## src/rtl/mem_seq_ctrl_if.sv

```systemverilog
// mem_seq_ctrl_if: direct-access and playback bus for mem_seq_ctrl.
// master = board-side driver of strobes/data, slave = the memory/sequencer.
interface mem_seq_ctrl_if #(
   parameter int WIDTH  = 8,
   parameter int ADDR_W = 4
);
   logic              we;
   logic              re;
   logic [ADDR_W-1:0] addr;
   logic [WIDTH-1:0]  din;
   logic              start;
   logic [ADDR_W-1:0] last;
   logic              tick;
   logic [WIDTH-1:0]  dout;
   logic              dvalid;
   logic              busy;
   logic              done;

   modport master (
      output we, re, addr, din, start, last, tick,
      input  dout, dvalid, busy, done
   );

   modport slave (
      input  we, re, addr, din, start, last, tick,
      output dout, dvalid, busy, done
   );
endinterface

```

## src/rtl/mem_seq_ctrl.sv

```systemverilog
// mem_seq_ctrl: single-port synchronous memory (DEPTH = 2**ADDR_W words of
// WIDTH bits) with registered read, a one-cycle valid flag, and a playback
// sequencer that streams words 0..LAST, one per TICK cycle.
// Optional build macro MEM_SEQ_CLR_MEM_EN: after reset the memory is swept
// to zero (BUSY high for DEPTH cycles) before direct access is accepted.
module mem_seq_ctrl #(
   parameter int WIDTH  = 8,
   parameter int ADDR_W = 4
) (
   input  logic           i_clk,
   input  logic           i_clr,
   mem_seq_ctrl_if.slave  io_bus
);

   localparam int DEPTH = 2**ADDR_W;

   typedef enum logic [1:0] {
      ST_IDLE  = 2'd0,
`ifdef MEM_SEQ_CLR_MEM_EN
      ST_CLEAR = 2'd2,
`endif
      ST_PLAY  = 2'd1
   } state_t;

   state_t            r_state;
   logic [ADDR_W-1:0] r_ptr;
   logic [ADDR_W-1:0] r_last;
   logic [WIDTH-1:0]  r_dout;
   logic              r_dvalid;
   logic              r_done;
   logic              r_busy;
   logic [WIDTH-1:0]  r_mem [DEPTH];

   state_t            w_state_nxt;
   logic [ADDR_W-1:0] w_ptr_nxt;
   logic [ADDR_W-1:0] w_last_nxt;
   logic              w_dvalid_nxt;
   logic              w_done_nxt;
   logic              w_busy_nxt;
   logic              w_rd_en;
   logic [ADDR_W-1:0] w_rd_addr;
   logic              w_mem_we;
   logic [ADDR_W-1:0] w_mem_addr;
   logic [WIDTH-1:0]  w_mem_wdata;

   // Next-state, memory strobes and next output values
   always_comb begin
      w_state_nxt  = r_state;
      w_ptr_nxt    = r_ptr;
      w_last_nxt   = r_last;
      w_dvalid_nxt = 1'b0;
      w_done_nxt   = 1'b0;
      w_busy_nxt   = 1'b0;
      w_rd_en      = 1'b0;
      w_rd_addr    = r_ptr;
      w_mem_we     = 1'b0;
      w_mem_addr   = io_bus.addr;
      w_mem_wdata  = io_bus.din;

      case (r_state)
         ST_IDLE: begin
            // r_busy can still be high for the one cycle after a clear sweep
            if (!r_busy) begin
               w_mem_we = io_bus.we;
               // START in the DONE cycle is ignored; START beats RE
               if (io_bus.start && !r_done) begin
                  w_state_nxt = ST_PLAY;
                  w_last_nxt  = io_bus.last;
                  w_ptr_nxt   = {ADDR_W{1'b0}};
                  w_busy_nxt  = 1'b1;
               end else if (io_bus.re) begin
                  w_rd_en      = 1'b1;
                  w_rd_addr    = io_bus.addr;
                  w_dvalid_nxt = 1'b1;
               end else begin
                  w_rd_en = 1'b0;
               end
            end else begin
               w_mem_we = 1'b0;
            end
         end

         ST_PLAY: begin
            w_busy_nxt = 1'b1;
            if (io_bus.tick) begin
               w_rd_en      = 1'b1;
               w_rd_addr    = r_ptr;
               w_dvalid_nxt = 1'b1;
               // final word: DONE, DVALID and BUSY low all land together
               if (r_ptr == r_last) begin
                  w_state_nxt = ST_IDLE;
                  w_ptr_nxt   = {ADDR_W{1'b0}};
                  w_done_nxt  = 1'b1;
                  w_busy_nxt  = 1'b0;
               end else begin
                  w_ptr_nxt = r_ptr + ADDR_W'(1);
               end
            end else begin
               w_rd_en = 1'b0;
            end
         end

`ifdef MEM_SEQ_CLR_MEM_EN
         ST_CLEAR: begin
            w_busy_nxt  = 1'b1;
            w_mem_we    = 1'b1;
            w_mem_addr  = r_ptr;
            w_mem_wdata = {WIDTH{1'b0}};
            if (r_ptr == {ADDR_W{1'b1}}) begin
               w_state_nxt = ST_IDLE;
               w_ptr_nxt   = {ADDR_W{1'b0}};
            end else begin
               w_ptr_nxt = r_ptr + ADDR_W'(1);
            end
         end
`endif

         default: begin
            w_state_nxt = ST_IDLE;
            w_ptr_nxt   = {ADDR_W{1'b0}};
         end
      endcase
   end

   // State, pointer and registered outputs; CLR overrides everything
   always_ff @(posedge i_clk) begin
      if (i_clr) begin
`ifdef MEM_SEQ_CLR_MEM_EN
         r_state <= ST_CLEAR;
`else
         r_state <= ST_IDLE;
`endif
         r_ptr    <= {ADDR_W{1'b0}};
         r_last   <= {ADDR_W{1'b0}};
         r_dout   <= {WIDTH{1'b0}};
         r_dvalid <= 1'b0;
         r_done   <= 1'b0;
         r_busy   <= 1'b0;
      end else begin
         r_state  <= w_state_nxt;
         r_ptr    <= w_ptr_nxt;
         r_last   <= w_last_nxt;
         r_dvalid <= w_dvalid_nxt;
         r_done   <= w_done_nxt;
         r_busy   <= w_busy_nxt;
         if (w_rd_en) begin
            r_dout <= r_mem[w_rd_addr];
         end else begin
            r_dout <= r_dout;
         end
      end
   end

   // Memory array, no reset so it infers as block or distributed RAM
   always_ff @(posedge i_clk) begin
      if (w_mem_we && !i_clr) begin
         r_mem[w_mem_addr] <= w_mem_wdata;
      end
   end

   assign io_bus.dout   = r_dout;
   assign io_bus.dvalid = r_dvalid;
   assign io_bus.busy   = r_busy;
   assign io_bus.done   = r_done;

endmodule
```

## src/flat_wrapper.sv

```systemverilog
// flat-port wrapper written by rule: the top's interface ports become plain ports
module mem_seq_ctrl_flat 
#(
   parameter int WIDTH  = 8,
   parameter int ADDR_W = 4
)
  (i_clk, i_clr, io_bus_we, io_bus_re, io_bus_addr, io_bus_din, io_bus_start, io_bus_last, io_bus_tick, io_bus_dout, io_bus_dvalid, io_bus_busy, io_bus_done);
  mem_seq_ctrl_if #(.WIDTH(WIDTH), .ADDR_W(ADDR_W)) io_bus_i ();
  input  logic i_clk;
  input  logic i_clr;
  input wire logic [$bits(io_bus_i.we)-1:0] io_bus_we;
  input wire logic [$bits(io_bus_i.re)-1:0] io_bus_re;
  input wire logic [$bits(io_bus_i.addr)-1:0] io_bus_addr;
  input wire logic [$bits(io_bus_i.din)-1:0] io_bus_din;
  input wire logic [$bits(io_bus_i.start)-1:0] io_bus_start;
  input wire logic [$bits(io_bus_i.last)-1:0] io_bus_last;
  input wire logic [$bits(io_bus_i.tick)-1:0] io_bus_tick;
  output wire logic [$bits(io_bus_i.dout)-1:0] io_bus_dout;
  output wire logic [$bits(io_bus_i.dvalid)-1:0] io_bus_dvalid;
  output wire logic [$bits(io_bus_i.busy)-1:0] io_bus_busy;
  output wire logic [$bits(io_bus_i.done)-1:0] io_bus_done;
  assign io_bus_i.we = io_bus_we;
  assign io_bus_i.re = io_bus_re;
  assign io_bus_i.addr = io_bus_addr;
  assign io_bus_i.din = io_bus_din;
  assign io_bus_i.start = io_bus_start;
  assign io_bus_i.last = io_bus_last;
  assign io_bus_i.tick = io_bus_tick;
  assign io_bus_dout = io_bus_i.dout;
  assign io_bus_dvalid = io_bus_i.dvalid;
  assign io_bus_busy = io_bus_i.busy;
  assign io_bus_done = io_bus_i.done;
  mem_seq_ctrl #(.WIDTH(WIDTH), .ADDR_W(ADDR_W)) u_core (.i_clk(i_clk), .i_clr(i_clr), .io_bus(io_bus_i));
endmodule
```

## config.mk

```make
export PLATFORM = sky130hd
export DESIGN_NAME = mem_seq_ctrl_flat
export DESIGN_NICKNAME = d
export VERILOG_FILES = /design/src/rtl/mem_seq_ctrl_if.sv /design/src/rtl/mem_seq_ctrl.sv /design/src/flat_wrapper.sv
export SDC_FILE = /design/constraint.sdc
export NUM_CORES = 1
export LEC_CHECK = 0
export ABC_AREA = 1
export CAP_MARGIN = 0
export CORE_MARGIN = 5
export CORE_UTILIZATION = 45
export DETAILED_ROUTE_END_ITERATION = 8
export GPL_TIMING_DRIVEN = 1
export PLACE_DENSITY_LB_ADDON = 0.25
export REMOVE_ABC_BUFFERS = 1
export SETUP_SLACK_MARGIN = 0.2
export SLEW_MARGIN = 20
export SYNTH_ARGS = -nofsm -noshare
export SYNTH_HDL_FRONTEND = slang
export SYNTH_SLANG_ARGS = --single-unit
```

## constraint.sdc

```tcl
create_clock -name i_clk -period 3.85 [get_ports i_clk]
set_input_delay 0.385 -clock i_clk [delete_from_list [all_inputs] [get_ports i_clk]]
set_output_delay 0.385 -clock i_clk [all_outputs]
set_load 0.01 [all_outputs]
```

# Word-level counts from Yosys, hierarchy flattened
# Memory sizes are Yosys's and may differ from the RTL's. A register that Yosys moved wholly into a read port is not among the register bits.
# Cells that the tools add are included.
[totals] word_cells=55 ram_bits=128 n_memories=1 in_bits=22 reg_bits=13 output_inout_bits=11
[classes] reduce_logical=9 add_sub_neg=1 n_eq_ne=6 muxes=29 bitwise=3
[memory_table] name="u_core.r_mem" depth=16 word_bits=8 rd=1 rd_clocked_by_memory_dff=1 write_ports=1 line_no="mem_seq_ctrl.sv:32" rtl="logic [WIDTH-1:0] r_mem [DEPTH];"
[ops] operator="$mux W4" count=8
[ops] operator="$mux W1" count=13
[ops] operator="$mux W2" count=4
[ops] operator="$pmux W4 S2" count=1
[ops] operator="$reduce_and A3 Y1" count=2
[ops] operator="$add A4 B1 Y4 const B" count=1
[ops] operator="$eq A4 B4 Y1" count=1
[ops] operator="$ne A2 B1 Y1 const B" count=2
[ops] operator="$ne A2 B2 Y1 const B" count=2
[ops] operator="$pmux W1 S2" count=2
[ops] operator="$pmux W2 S2" count=1
[ops] operator="$reduce_and A4 Y1" count=1
[ops] operator="$not A1 Y1" count=3
[ops] operator="$reduce_or A3 Y1" count=1
[ops] operator="$eq A2 B1 Y1 const B" count=1
[ops] operator="$logic_and A1 B1 Y1" count=2
[ops] operator="$logic_not A1 Y1" count=2
[ops] operator="$logic_not A2 Y1" count=1

# Logic depth before layout (Yosys ltp)
[depth] ltp_word=5 ltp_mapped=14 depth_no_buf=12

# Least setup slack after synthesis
# Ideal clock, no wire load.
[synth_timing] path_type="input to register" start="input port i_clr" end="memory u_core.r_mem[0][0], enable pin" setup_ps=370 path_buffers=1 cell_stages=6 required_time_ps=3480 t_arrival_ps=1417 setup_slack_ps=2063 cell_sequence="clkbuf_1 inv_1 nand2_1 nor2_1 nand3_1 nor2_1"
[synth_via] elab_chain_cells=4
[synth_rtl] element="from (decl)" line_no="flat_wrapper.sv:10" rtl="input logic i_clr;"
[synth_rtl] element="$logic_not A1 Y1" line_no="mem_seq_ctrl.sv:156" rtl="if (w_mem_we && !i_clr) begin"
[synth_rtl] element="$logic_and A1 B1 Y1" line_no="mem_seq_ctrl.sv:156"
[synth_rtl] element="$mux W1" line_no="mem_seq_ctrl.sv:156"
[synth_rtl] element="$mux W1 (implied by the code)" line_no="mem_seq_ctrl.sv:157" rtl="r_mem[w_mem_addr] <= w_mem_wdata;"
[synth_rtl] element="to (decl)" line_no="mem_seq_ctrl.sv:32"
# No other way between the ends.

# Final worst setup path
[layout_timing] start="input port io_bus_start" end="register u_core.r_dout[2] (netlist: u_core.io_bus.dout[2]), read port of u_core.r_mem"
[layout_via] elab_chain_cells=4 word_cells_on_any_way=7 cone_classes="mux: 6; reduce/logical: 1"
[layout_rtl] element="from (decl)" line_no="flat_wrapper.sv:15" rtl="input wire logic [$bits(io_bus_i.start)-1:0] io_bus_start;"
[layout_rtl] element="$logic_and A1 B1 Y1 *" line_no="mem_seq_ctrl.sv:66" rtl="if (io_bus.start && !r_done) begin"
[layout_rtl] element="$mux W1 or $mux W4 (tied branches)" line_no="mem_seq_ctrl.sv:66"
[layout_rtl] element="$mux W1 or $mux W4 (tied branches)" line_no="mem_seq_ctrl.sv:63" rtl="if (!r_busy) begin"
[layout_rtl] element="$pmux W1 S2 or $mux W4 (tied branches)"
[layout_rtl] element="to (decl)" line_no="mem_seq_ctrl.sv:28" rtl="logic [WIDTH-1:0] r_dout;"
# Every way passes the cells marked *; elsewhere a longest branch is shown, timed or not.
# A chain may end at the register's enable or synchronous reset.

==> flow_results.org <==
** Logic synthesis
- Yosys mapped a number of flops with a built-in enable equal to 128.
- Counting distinct cell types in the post-synthesis netlist gives 25.
- Post-synthesis cell area :: 6660 um2
- Counting instances in the post-synthesis netlist gives the leading cell types as 157 x sky130_fd_sc_hd__inv_1, 148 x sky130_fd_sc_hd__nand2_1, 133 x sky130_fd_sc_hd__nand3_1.
- The synthesized design contains 148 register bits.
- Sorting the synthesized cells by area gives the leading types as sky130_fd_sc_hd__edfxtp_1 58%, sky130_fd_sc_hd__nand3_1 10%, sky130_fd_sc_hd__inv_1 8.8%.
- By instance count, the leading cell after synthesis is sky130_fd_sc_hd__inv_1.
- Share of the yosys chip area belonging to registers :: a little under two thirds
- In the synthesized netlist the dominant register cell turns out to be sky130_fd_sc_hd__edfxtp_1.
- Synthesis warning total :: 0
- After synthesis, the share of flip-flops with an asynchronous set or reset is 0%.
- The average instance in the mapped netlist occupies slightly below 10 um2.
- sky130_fd_sc_hd__edfxtp_1 takes more of the synthesized area than any other cell.
- Top cell type's share of synthesized area :: 57.7%
- Counting every instance in the synthesized netlist gives 682.

** CTS
- Post-CTS repair changed the size of 0 cells.
- In this run the number of H-tree levels came out at 4.
- Clock transition at the register clock pins on the worst setup and hold paths after CTS :: 0.06 ns
- Clock Root Buffer :: sky130_fd_sc_hd__clkbuf_16
- Setup Buffers After CTS :: 0
- CTS tree :: done
- Bufs on Longest Clock Path :: 2
- Insertion delay of the later-clocked pin in the worst-skew pair :: ~0.43 ns
- Buffers inserted during clock tree synthesis total 17.
- Cts-stage hold buffer count :: 0
- Number of clock sinks :: 148

** Pwr
- Total power consumption of the routed design :: 4.04 mW
- Power spread over the standard cell area amounts to 525 nW/um2.
- Standby leakage power :: 3.36 nW
- Worst VDD drop :: 0.309 mV

** Global routing
- Via count of the first global-routing pass :: 4682
- The first global-routing pass estimated 24800 um of wire.
- Overall routing resource usage :: 18.4%
- The total overflow left after global routing is 0.
- Entering global routing, the biggest net connects 65 pins.
- The initial antenna violation count was 0.

** Layout
- Registers take 4240 um2.
- Share of layout cells above drive strength 1 :: 5.52%
- Number of nets in the layout :: 735
- Area of the multi-input gates :: 1640 um2
- Fill cell total of the finished layout :: about 1300
- Area added between synthesis and finish :: 15.5%
- Final instance count without filler cells :: 909
- Total inserted antenna cells :: 0

** Setup path
- Crit path capture type :: flop
- The largest single stage delay on the critical path is 0.57 ns.
- CP Data Required Time :: 4.18 ns
- Counting stages on the worst path, the most repeated cell is sky130_fd_sc_hd__nand3_1.
- The largest individual stage delay along the critical path comes from the cell sky130_fd_sc_hd__nand2_4.
- The critical path goes through clkdlybuf4s50_1 > nand2_1 > nand3_2 > nand2_2 > nand2_4 > nand2_1 > nand3_1 > nand3_1 > nand3_1 > nand3_1 > nand2_1 > inv_1.
- The critical path contains buffers and inverters numbering 2 combined.
- Across all register-to-register paths, the minimum setup slack is 1.43 ns.
- Data on the critical path arrives at its endpoint at 2.76 ns.
- Crit path max fanout :: 64
- Kind of start point of the critical path :: primary input
- The critical path in this run is classified as in -> reg.
- CP top delay family :: simple AND/OR/NAND/NOR gates

** Floorplan
- Total I/O pin count :: 33
- Width of the chip :: about 130 um
- Core region area :: 14500 um2
- The floorplan has between 40 and 50 rows.
- Full die area :: 17300 um2
- Once the floorplan was initialized, standard cells occupied 45.8% of the core.
- From bottom edge to top edge, the die measures around 130 um.

** STA
- Setup violations remaining at the end of the flow were counted as 0.
- Fin Setup TNS :: 0 ns
- Final worst path period need :: ~2.4 ns
- Max Clk Rate :: 410 MHz
- Max-slew headroom at the worst pin :: approximately two fifths
- For the pin with the worst max-slew slack, the measured transition is 0.906 ns.
- The max-slew violation total from the final report is 0.
- Setup repair after global routing left no endpoint under its margin.
- Worst Setup Slack, final :: between 1 and 1.5 ns
- Final Hold Fails :: 0
- Ratio of final minimum period to clock period :: between 60% and 70%
- For the final database, setup skew stands at 0.0106 ns.

** Detailed routing
- For this block, the routed nets add up to 15600 um of wire.
- The detailed router placed roughly 4600 vias in this run.
- First DRT Iteration DRCs :: 367
- After detailed routing, the average wire length per cell comes to 17.1 um.
- Via density per instance :: 5.10
- In this run the remaining antenna-violating nets after routing total 0.
- Post-detailed-route DRC marker count :: 0
- The pre-antenna-repair detailed-routing pass consisted of 6 iterations.

** Placed design
- Placement Setup Slack :: 0.994 ns
- RD Place Congestion :: 0.922
- In this run the tool buffered the top-level ports with 32 buffer cells.
- Counting tap cells, the placed design contains a total of 877 instances.
- Placed wire-length estimate :: 10200 um

** Run status
- The flow ran to the end, and the final reports show no timing, DRC or antenna violations.

** Worst hold path
- In this run the worst hold path is classified as reg -> reg.

** Run
- The tool flagged a number of max-cap violations equal to 0.
## where the power goes
part,internal [mW],switching (mW)
registers,1.77,0.0236
clock network,1.20,0.624
logic,0.138,0.281
total,3.11,0.929
## tightest hold or removal path, stage by stage, from the launching register on
cell and delay [ns]:
sky130_fd_sc_hd__dfxtp_1 0.33, sky130_fd_sc_hd__nand2_1 0.07, sky130_fd_sc_hd__a21oi_1 0.06
## state kept, by name, indices dropped and copies added (netlist names)
| signal | flops |
|---|---|
| u_core.io_bus.busy | 1 |
| u_core.io_bus.done | 1 |
| u_core.io_bus.dout | 8 |
| u_core.io_bus.dvalid | 1 |
| u_core.r_last | 4 |
| u_core.r_mem | 128 |
| u_core.r_ptr | 4 |
| u_core.r_state | 1 |
## metrics by stage
| step | hold slack [ns] | cell area (um2) | util (%) |
|---|---|---|---|
| 2_1_floorplan | 0.454 | 6470 | - |
| 3_3_place_gp | 0.493 | 7050 | 48.5 |
| 3_5_place_dp | 0.492 | 7050 | 48.5 |
| 4_1_cts | 0.499 | 7690 | 52.9 |
| 5_1_grt | 0.528 | 7690 | 52.9 |
| 6_report | 0.497 | 7690 | 52.9 |
## layout make-up
| type | count | area share (%) |
|---|---|---|
| Clock inverter | 14 | 2.78 |
| Tap cell | 184 | 2.99 |
| Inverter | 158 | 7.71 |
| Multi-Input combinational cell | 352 | 21.3 |
| Timing Repair Buffer | 35 | 4.46 |
| Sequential cell | 148 | 55.2 |
| Clock buffer | 18 | 5.58 |
## final timing paths
kind / from / end / cells past startpoint
min reg2reg: u_core.r_ptr[3] / u_core.r_ptr[3] / 2
min: u_core.r_ptr[3] / u_core.r_ptr[3] / 2
max reg2reg: u_core.r_state[0] / u_core.io_bus.dout[1] / 11
max: io_bus_start / u_core.io_bus.dout[2] / 12
## cells in the final DEF, fill, tap and decap left out, drive strengths merged
master         instances
clkinv                 8
bufinv                 6
nand4                  2
nor3                   1
nand2                150
a21oi                  8
o21ai                 18
o2111ai                1
inv                  158
ha                     1
xor2                   6
edfxtp               128
clkbuf                18
nor2                  31
buf                    3
nand3                134
dfxtp                 20
clkdlybuf4s50         32
## cells by family (layout without fill, tap and decap cells)
kind of cell | count (synthesis) | in the layout | share of synthesized area [%]
xor+xnor | 6 | 6 | 0.789
buf+inv | 182 | 225 | 11.7
flops | 148 | 148 | 63.7
fa+ha+maj | 1 | 1 | 0.188
simple gates | 318 | 318 | 21.0
compound gates | 27 | 27 | 2.65
## layer usage
| layer | track usage (%) | part of all wire [%] |
|---|---|---|
| met5 | 0 | 0 |
| met4 | 9.03 | 3.7 |
| met3 | 4.70 | 6.2 |
| met2 | 30.0 | 48 |
| met1 | 22.7 | 42 |
(Power assumes the default switching activity.)
